===== config.mk =====
export PLATFORM = sky130hd
export DESIGN_NAME = register_file_mp
export DESIGN_NICKNAME = d
export VERILOG_FILES = /design/src/rtl/register_file_mp.sv
export SDC_FILE = /design/constraint.sdc
export NUM_CORES = 1
export LEC_CHECK = 0
export ABC_AREA = 1
export CORE_ASPECT_RATIO = 1.25
export CORE_MARGIN = 2
export CORE_UTILIZATION = 40
export DETAILED_ROUTE_END_ITERATION = 7
export GPL_ROUTABILITY_DRIVEN = 0
export PLACE_DENSITY = 0.7
export SLEW_MARGIN = 40
export SYNTH_ARGS = -nofsm -noshare
export SYNTH_HDL_FRONTEND = slang
export SYNTH_SLANG_ARGS = --single-unit

===== constraint.sdc =====
create_clock -name clk_i -period 8 [get_ports clk_i]
set_input_delay 1.6 -clock clk_i [delete_from_list [all_inputs] [get_ports clk_i]]
set_output_delay 1.6 -clock clk_i [all_outputs]
set_load 0.005 [all_outputs]

===== src/rtl/register_file_mp.sv =====
// Multi-port register file: NWR byte-masked write ports, NRD registered read ports,
// optional hardwired-zero r0, write-first or read-first forwarding, collision flag.
module register_file_mp #(
  parameter int unsigned NREGS   = 8,
  parameter int unsigned RSIZE   = 8,
  parameter int unsigned NRD     = 2,
  parameter int unsigned NWR     = 2,
  parameter int unsigned ZERO_R0 = 0,
  parameter int unsigned BYPASS  = 1,
  localparam int unsigned IW     = (NREGS > 1) ? $clog2(NREGS) : 1,
  localparam int unsigned NB     = RSIZE / 8
) (
  input  logic                 clk_i,
  input  logic                 rst_i,
  input  logic [NWR-1:0]       we_i,
  input  logic [NWR*IW-1:0]    widx_i,
  input  logic [NWR*RSIZE-1:0] wd_i,
  input  logic [NWR*NB-1:0]    wbe_i,
  input  logic [NRD-1:0]       re_i,
  input  logic [NRD*IW-1:0]    ridx_i,
  output logic [NRD*RSIZE-1:0] rd_o,
  output logic [NRD-1:0]       rvalid_o,
  output logic                 wconflict_o
);

  logic [RSIZE-1:0]     regs_q [NREGS];
  logic [RSIZE-1:0]     regs_d [NREGS];
  logic [NWR-1:0]       wvalid;
  logic                 conflict_d;
  logic [NRD*RSIZE-1:0] rd_d;
  logic [NRD*RSIZE-1:0] rd_q;
  logic [NRD-1:0]       rvalid_q;
  logic                 wconflict_q;

  // A write counts only if its index exists and is not the hardwired-zero r0.
  function automatic logic idx_writable(input logic [IW-1:0] idx);
    logic in_range;
    logic is_zero;
    in_range = (32'(idx) < NREGS);
    is_zero  = (ZERO_R0 != 0) && (idx == '0);
    return in_range && !is_zero;
  endfunction

  // Ascending port order makes the highest-numbered port win each contested byte.
  always_comb begin
    for (int i = 0; i < NREGS; i++) begin
      regs_d[i] = regs_q[i];
    end
    for (int p = 0; p < NWR; p++) begin
      wvalid[p] = we_i[p] && idx_writable(widx_i[p*IW +: IW]);
    end
    for (int p = 0; p < NWR; p++) begin
      for (int i = 0; i < NREGS; i++) begin
        if (wvalid[p] && (widx_i[p*IW +: IW] == IW'(i))) begin
          for (int b = 0; b < NB; b++) begin
            if (wbe_i[p*NB + b]) begin
              regs_d[i][b*8 +: 8] = wd_i[p*RSIZE + b*8 +: 8];
            end
          end
        end
      end
    end
  end

  always_comb begin
    conflict_d = 1'b0;
    for (int p = 0; p < NWR; p++) begin
      for (int q = p + 1; q < NWR; q++) begin
        if (wvalid[p] && wvalid[q] && (widx_i[p*IW +: IW] == widx_i[q*IW +: IW]) &&
            ((wbe_i[p*NB +: NB] & wbe_i[q*NB +: NB]) != '0)) begin
          conflict_d = 1'b1;
        end
      end
    end
  end

  // Out-of-range indices match no register and so read as zero.
  always_comb begin
    rd_d = '0;
    for (int r = 0; r < NRD; r++) begin
      for (int i = 0; i < NREGS; i++) begin
        if ((ridx_i[r*IW +: IW] == IW'(i)) && !((ZERO_R0 != 0) && (i == 0))) begin
          rd_d[r*RSIZE +: RSIZE] = (BYPASS != 0) ? regs_d[i] : regs_q[i];
        end
      end
    end
  end

  always_ff @(posedge clk_i or posedge rst_i) begin
    if (rst_i) begin
      for (int i = 0; i < NREGS; i++) begin
        regs_q[i] <= '0;
      end
      rd_q        <= '0;
      rvalid_q    <= '0;
      wconflict_q <= 1'b0;
    end else begin
      for (int i = 0; i < NREGS; i++) begin
        regs_q[i] <= regs_d[i];
      end
      for (int r = 0; r < NRD; r++) begin
        if (re_i[r]) begin
          rd_q[r*RSIZE +: RSIZE] <= rd_d[r*RSIZE +: RSIZE];
        end
      end
      rvalid_q    <= re_i;
      wconflict_q <= conflict_d;
    end
  end

  assign rd_o        = rd_q;
  assign rvalid_o    = rvalid_q;
  assign wconflict_o = wconflict_q;

endmodule


# Yosys cells after proc, flatten, opt, wreduce, memory -nomap -nowiden
# Index checks and enable logic that the tools add are counted.
word_totals:
  regBits: 83
  latch_bits: 0
  ramBits: 0
  romBits: 0
  input_bits: 36
  out_inout_bits: 19
  word_cells: 114
  mem_count: 0
classes:
  addsub: 0
  n_mul: 0
  div_mod_pow: 0
  magnitude_cmp: 0
  eq_ne: 29
  n_shift: 0
  n_mux: 49
  bitwise: 1
  reduce_logical: 23
ops:
  columns: ["operator", "count"]
  rows:
  - ["$mux 8", 48]
  - ["$eq 3x3->1 const B", 16]
  - ["$eq 3x2->1 const B", 8]
  - ["$logic_and 1x1->1", 19]
  - ["$eq 3x1->1 const B", 4]
  - ["$logic_not 3->1", 4]
  - ["$eq 3x3->1", 1]
  - ["$and 1x1->1", 1]
  - ["$mux 1", 1]

# Logic depth before layout (Yosys ltp)
logic_depth:
  word_depth: 13
  depth_mapped: 14
  mapped_depth_nobuf: 13

# Worst setup path before layout
# OpenSTA, ideal clock, no wires.
synth_path:
  path_type: "input to register"
  startpoint: "input port widx_i[1]"
  endpoint: "register rd_q[8] (netlist: rd_o[8])"
  setup_ps: 117
  t_arrival_ps: 2761
  required_ps: 7883
  slack_ps: 5122
  path_stages: 12
  path_buffers: 1
  cell_sequence: "buf_2 -> inv_1 -> nand2_1 -> nor2_4 -> nand2_1 -> nand2_1 -> o211ai_1 -> and2_1 -> nand2_1 -> nand4_1 -> nand2_1 -> nand2_1"
synth_rtl:
  columns: ["element", "line_no", "text"]
  rows:
  - ["start: declaration", "16", "input logic [NWR*IW-1:0] widx_i,"]
  - ["end signal: indexed assignment", "103", "rd_q[r*RSIZE +: RSIZE] <= rd_d[r*RSIZE +: RSIZE];"]
  - ["end: declaration", "31", "logic [NRD*RSIZE-1:0] rd_q;"]

# Final worst setup path
layout_path:
  startpoint: "input port widx_i[0]"
  endpoint: "register rd_q[4] (netlist: rd_o[4])"
layout_between:
  elab_chain_cells: 13
  elab_cells_between_ends: 48
  classes_between: "eq/ne: 7; mux: 32; reduce/logical: 9"
layout_lines:
  columns: ["element", "line_no", "text"]
  rows:
  - ["$logic_not 3->1", "54", "if (wvalid[p] && (widx_i[p*IW +: IW] == IW'(i))) begin"]
  - ["$logic_and 1x1->1", "54", null]
  - ["$mux 8", "54", null]
  - ["$mux 8", "56", "if (wbe_i[p*NB + b]) begin"]
  - ["$mux 8", "54", null]
  - ["$mux 8 (7 in series)", "82", "if ((ridx_i[r*IW +: IW] == IW'(i)) && !((ZERO_R0 != 0) && (i == 0))) begin"]
  - ["$mux 8 *", "82", null]
# Every way passes the cells marked *; elsewhere a longest branch is shown, timed or not.
# A chain may end at the register's enable or synchronous reset.

==> flow_summary.toml <==
[outcome]
status = "finished, final reports clean"

[placed_design]
pre_cts_slack_ns = 3.92
io_buffers = 54
hpwl_um = 13400

[setup_path]
setup.worst_path.end_class = "register"
worst-r2r-cell-count = 12
setup.worst_path.start_class = "primary input"
crit_chain = "clkdlybuf4s50_1 > inv_1 > nand2_1 > nor2_2 > nand2_1 > nand2_1 > nand2_1 > nand3_1 > nand3_1 > nor2_1 > nand4_1 > nand2_1 > nand2_1"
cp_data_arrival_time_ns = 4.08
critPathKind = "in -> reg"
critical_path_required_ns = 8.24
rrSetupSlack_ns = 6.49
crit_path_frequent_cell = "nand2_1"
r2r_start = "regs_q[55]$_DFF_PP0_"
worstReg2RegEnd = "rd_o[15]$_DFFE_PP0P_"
critPathMaxStageDelay_ns = 0.51
crit_path_top_delay_cell = "clkdlybuf4s50_1"
crit_path_max_fanout = 7

[clock_network]
cts_sinks = 83
clk_pin_slew_worst_paths_ns = 0.06
clock_latency_ns = 0.34
htree_levels = 3
cts_hold_buf = 0
cts-root-buf = "clkbuf_16"
cts_setup_buffers = 0
cts_tree = "done"
cts_resized = 0
clockBufferDepth = 2
numCtsBuffers = 9

[routing]
routed_wl_um = 17700
drtPass1Iterations = 5
wl_per_cell_um = 16.8
ant_nets = 0
drc = 0
vias = 5715
drt_iter0_drc = 553
via_per_inst = 5.44

[final_layout]
nets = 912
layout.area.seq_um2 = 2080
area_delta_synth_final_pct = 20.4
multi_input_area_um2 = 2810
layout-drive-gt1-share_pct = 5.00
nFillCells = 1293
final_core_util_pct = 48.9
antenna_cells = 0

[yosys]
async_flop_share_pct = 100
synth_top_area_cell = "dfrtp_1"
synth-seq-cells = 83
synth_fa_ha_area_share_pct = 0
synth_compound_area_share_pct = 11.4
yosysSeqAreaShare_pct = 39.0
synthTopCellsByCount = "nand2_1, inv_1, nand3_1"
synth-simple-area-share_pct = 40.4
netlist_area_um2 = 5330
syn_nets = 852
ys_top_cells_by_area = "dfrtp_1, nand2_1, nand3_1"
yosys_warnings = 0
synth_mux_area_share_pct = 0
synth_most_common_cell = "nand2_1"
synth-xor-area-share_pct = 0.164
synth_top_family_by_area = "simple AND/OR/NAND/NOR gates"
synth_edf_count = 0
synth_cell_types = 28
yosysTopAreaCellShare_pct = 39.0
synth_flop_cell = "dfrtp_1"
avgSynthCellArea_um2 = 6.53
postSynthCellCount = 816

[global_route]
use_met3_pct = 4.48
grt_use_met2_pct = 40.8
gr-usage-met1_pct = 33.7
grt-ovfl-total = 0
grt_use_total_pct = 25.6
grt_pass1_vias = 5496
grt_pass1_wl_um = 28500
gr-max-usage-layer = "met2"
antenna_found_initial = 0
grt_max_degree = 84

[power_and_ir_drop]
combPwrFrac_pct = 27.7
p_clk_share_pct = 31.4
p_int_mw = 0.911
p_seq_share_pct = 40.9
max-vdd-ir-drop_mv = 0.135
p_sw_mw = 0.434
leakage_nw = 3.21
power_density_nw_per_um2 = 210
swShare_pct = 32.3

[die]
core-area_um2 = 13100
rows = 47
start_util_pct = 40.6
die-area_um2 = 14300
dieHeight_um = 133
die_w_um = 107
io_pins = 55

[hold_path]
hp-class = "reg -> reg"
hold_depth = 2
hold_end = "rd_o[12]$_DFFE_PP0P_"
hold_start = "rd_o[12]$_DFFE_PP0P_"

[sta]
setup_tns_ns = 0
skew_ns = 0.00637
finalHoldViolations = 0
rsz0062_at_grt = "no"
slew_headroom_pct = 48.8
fin_crit_ns = 3.85
setup_viol = 0
setup_ws_ns = 4.15
max_slew.worst_pin.slew_ns = 0.764
maxSlewViolCount = 0
fin_crit_sh_pct = 48.1
max_freq_mhz = 260

[flow_run]
maxCapViolations = 0
metrics by stage:
step	power, mW	instance area [um2]	cells	hold WS, ns
after floorplan	0.782	5330	816	0.472
after global placement	0.913	6070	1036	0.468
after detailed placement	0.919	6110	1036	0.464
after CTS	1.34	6410	1051	0.490
after global routing	1.42	6410	1051	0.511
final	1.34	6410	1051	0.483
how the worst max path moves through the flow:
| stage | start | end | slack, ns | cells after the start |
|---|---|---|---|---|
| floorplan | rst_i | rd_o[0]$_DFFE_PP0P_ | 4.26 | 1 |
| global placement | wbe_i[0] | rd_o[7]$_DFFE_PP0P_ | 3.83 | 10 |
| detailed placement | widx_i[0] | rd_o[4]$_DFFE_PP0P_ | 3.92 | 13 |
| CTS | widx_i[0] | rd_o[4]$_DFFE_PP0P_ | 4.27 | 13 |
| global route | widx_i[0] | rd_o[4]$_DFFE_PP0P_ | 4.10 | 13 |
| finish | widx_i[0] | rd_o[4]$_DFFE_PP0P_ | 4.15 | 13 |
cell usage in the layout (no fill, tap or decap), types with 4 or more instances in the layout:
master	count
a21boi_0	17
a21oi_1	20
a31oi_1	14
and2_1	11
clkbuf_16	9
clkdlybuf4s50_1	53
dfrtp_1	83
inv_1	111
inv_2	4
nand2_1	292
nand3_1	89
nand4_1	19
nor2_1	72
nor3_1	6
nor3_2	11
o211ai_1	19
o21ai_0	21
o21ai_1	4
power by group through the flow:
| stage | logic [mW] | clock network (mW) | registers [mW] |
|---|---|---|---|
| after floorplan | 0.233 | 0 | 0.549 |
| after global placement | 0.360 | 0 | 0.554 |
| after detailed placement | 0.364 | 0 | 0.555 |
| after CTS | 0.367 | 0.426 | 0.550 |
| after global routing | 0.419 | 0.442 | 0.558 |
| final | 0.373 | 0.422 | 0.550 |
area by class of cell:
type | count | area share (%)
Sequential cell | 83 | 32.4
Tap cell | 171 | 3.34
Multi-Input combinational cell | 607 | 43.9
Timing Repair Buffer | 58 | 8.92
Clock inverter | 4 | 0.800
Clock buffer | 11 | 3.79
Inverter | 117 | 6.87
flip-flops by register name, summed over array words and instances (netlist names):
| name | cells |
|---|---|
| rd_o | 16 |
| regs_q | 64 |
| rvalid_o | 2 |
| wconflict_o | 1 |
metal layers:
| layer | up-vias | wire, um |
|---|---|---|
| met2 | 296 | 8520 |
| met1 | 2631 | 7300 |
| met3 | 47 | 1190 |
| li1 | 2741 | - |
| met5 | - | 0 |
| met4 | 0 | 689 |
cell families after synthesis:
kind of cell	after synthesis
AOI/OAI and AO/OA	98
xor gates and xnor gates	1
and+or+nand+nor	508
buffers and inverters	126
DFF	83
worst max-delay path: cells and delay by family:
family	cells	cell delay (ns)
and+or+nand+nor	11	1.80
buffers and inverters	2	0.67
No activity file was read; power rests on OpenSTA's default activity.
==> variant: new RTL, config.mk and constraints unchanged <==
Change the parameter `BYPASS` from 1 to 0.
--- a/src/rtl/register_file_mp.sv
+++ b/src/rtl/register_file_mp.sv
@@ -6,7 +6,7 @@
   parameter int unsigned NRD     = 2,
   parameter int unsigned NWR     = 2,
   parameter int unsigned ZERO_R0 = 0,
-  parameter int unsigned BYPASS  = 1,
+  parameter int unsigned BYPASS  = 0,
   localparam int unsigned IW     = (NREGS > 1) ? $clog2(NREGS) : 1,
   localparam int unsigned NB     = RSIZE / 8
 ) (
Behaviour: not the same (a bounded check fails within 4 cycles, from zero or initial values and one cycle with rst_i high).
==> variant against the unedited design <==
Sequential cell count unchanged. Area after synthesis decreased by 7.8%. Clock power up 11%. Routed wire length shrank 3.9%. Utilization hardly changed. Worst setup slack improved by 420 ps. Non-clock buffer count shrank 3. Global-route usage increased by 1.3 points. Total power rose by 4.4%. Final area is 8.2% lower. Critical endpoint is now rd_o[14].
==> variant: results (changes against the unedited design) <==
| Metric | Value |
|---|---|
| CTS max path bufs | `2 (unchanged)` |
| Count leader, synth | `nand2_1` |
| Crit path DAT | `3690 ps (-390 ps)` |
| DP Wirelength | `12,400 um (-7.5%)` |
| Largest net degree at the start of global routing | `84 (unchanged)` |
| Worst-path maximum fanout | `16 (+9)` |
| Ys flop type | `dfrtp_1` |
| Pin slew with the least headroom to its limit | `768 ps (+3.82 ps)` |
| Via count of the first global-routing pass | `5,041 (-8.3%)` |
| Port bufs | `54 (unchanged)` |
| Post-CTS Setup Bufs | `0 (unchanged)` |
| Clock latency on the worst-skew pair | `350 ps` |
| Max VDD drop | `0.120 mV (-11%)` |
| Vias | `5,313 (-7.0%)` |
| Synth area leaders | `dfrtp_1 42%, a21oi_1 12%, nand2_1 11%, o21ai_0 5.6%, inv_1 5.5%` |
| Hold Path Stages | `2 (unchanged)` |
| HP Class | `reg2reg` |
| Htree depth | `3 (unchanged)` |
| Initial DRC count | `768 (+39%)` |
| Layout cell share with drive strength beyond 1 | `5.90% (+0.90 points)` |
| Post-Syn Nets | `714 (-16%)` |
| DP Area | `5560 um^2 (-9.1%)` |
| Initial antenna violation count | `0 (unchanged)` |
| Post-synthesis async set-or-reset flop share | `100% (unchanged)` |
| Clock Skew | `11.0 ps (+4.60 ps)` |
| Routed Wire Length | `17,000 um (-3.9%)` |
| Most frequent cells after synthesis | `139 x nand2_1, 121 x a21oi_1, 83 x dfrtp_1` |
| Clock root buffer master | `clkbuf_16` |
| Max reg flops | `64 (unchanged)` |
| Global-route wire length before repair | `26,700 um (-6.3%)` |
| Reg2reg path depth | `6 (-6)` |
| Post-CTS Resized | `0 (unchanged)` |
| Initial DRT Pass Iterations | `7 (+2)` |
| Diodes inserted | `0 (unchanged)` |
| Top reg by flops | `regs_q` |
| Status | `finished clean` |
| Total track usage | `26.9% (+1.3 points)` |
| LEAKAGE | `2.68 nW (-17%)` |
| Seq/Total Area, Yosys | `42.3% (+3.3 points)` |
| # nets final | `760 (-17%)` |
variant: power by group:
group          switching, W  total (W)  internal (W)
clock              0.000190   0.000469      0.000279
sequential         0.000103   0.000620      0.000518
combinational      0.000183   0.000314      0.000132
variant: logic make-up after synthesis:
kind of cell           after synthesis  share of synthesized area, %
buffers and inverters              101                          8.53
flip-flops                          83                          42.3
AO/OA/AOI/OAI                      201                          21.5
AND/OR/NAND/NOR                    293                          27.7
variant: critical path, stage by stage:
cell and delay, ps:
clkdlybuf4s50_1 910, inv_1 220, nor3_4 590, a21oi_1 170, a21oi_1 190
variant: final timing paths:
| kind | startpoint | slack, ps | to |
|---|---|---|---|
| max | ridx_i[4] | 4570 | rd_o[14] |
| min | rd_o[6] | 480 | rd_o[6] |
| max reg2reg | regs_q[40] | 6750 | rd_o[0] |
| min reg2reg | rd_o[6] | 480 | rd_o[6] |
| max in group asynchronous | rst_i | 5730 | rd_o[14] |
| min in group asynchronous | rst_i | 1730 | regs_q[42] |
variant: metrics by stage:
stage	setup WS, ps	instances	util (%)	total power (W)
2_1_floorplan	4260	678	-	0.000768
3_3_place_gp	4350	877	46.1	0.000909
3_5_place_dp	4300	877	46.1	0.000924
4_1_cts	4640	893	48.8	0.00139
5_1_grt	4450	893	48.9	0.00146
6_report	4570	893	48.9	0.00140
variant: routing by layer:
| metal | global-route usage (%) | wire (um) | share of wire [%] |
|---|---|---|---|
| met1 | 36.5 | 6550 | 39 |
| met2 | 41.0 | 7590 | 45 |
| met3 | 4.09 | 1900 | 11 |
| met4 | 14.6 | 956 | 5.6 |
| met5 | 0 | 0 | 0 |
variant: area by class of cell:
type	count	area [um^2]
Clock buffer	9	225
Clock inverter	7	105
Fill cell	1204	6160
Inverter	81	305
Multi-Input combinational cell	494	2420
Sequential cell	83	2080
Tap cell	164	205
Timing Repair Buffer	55	554
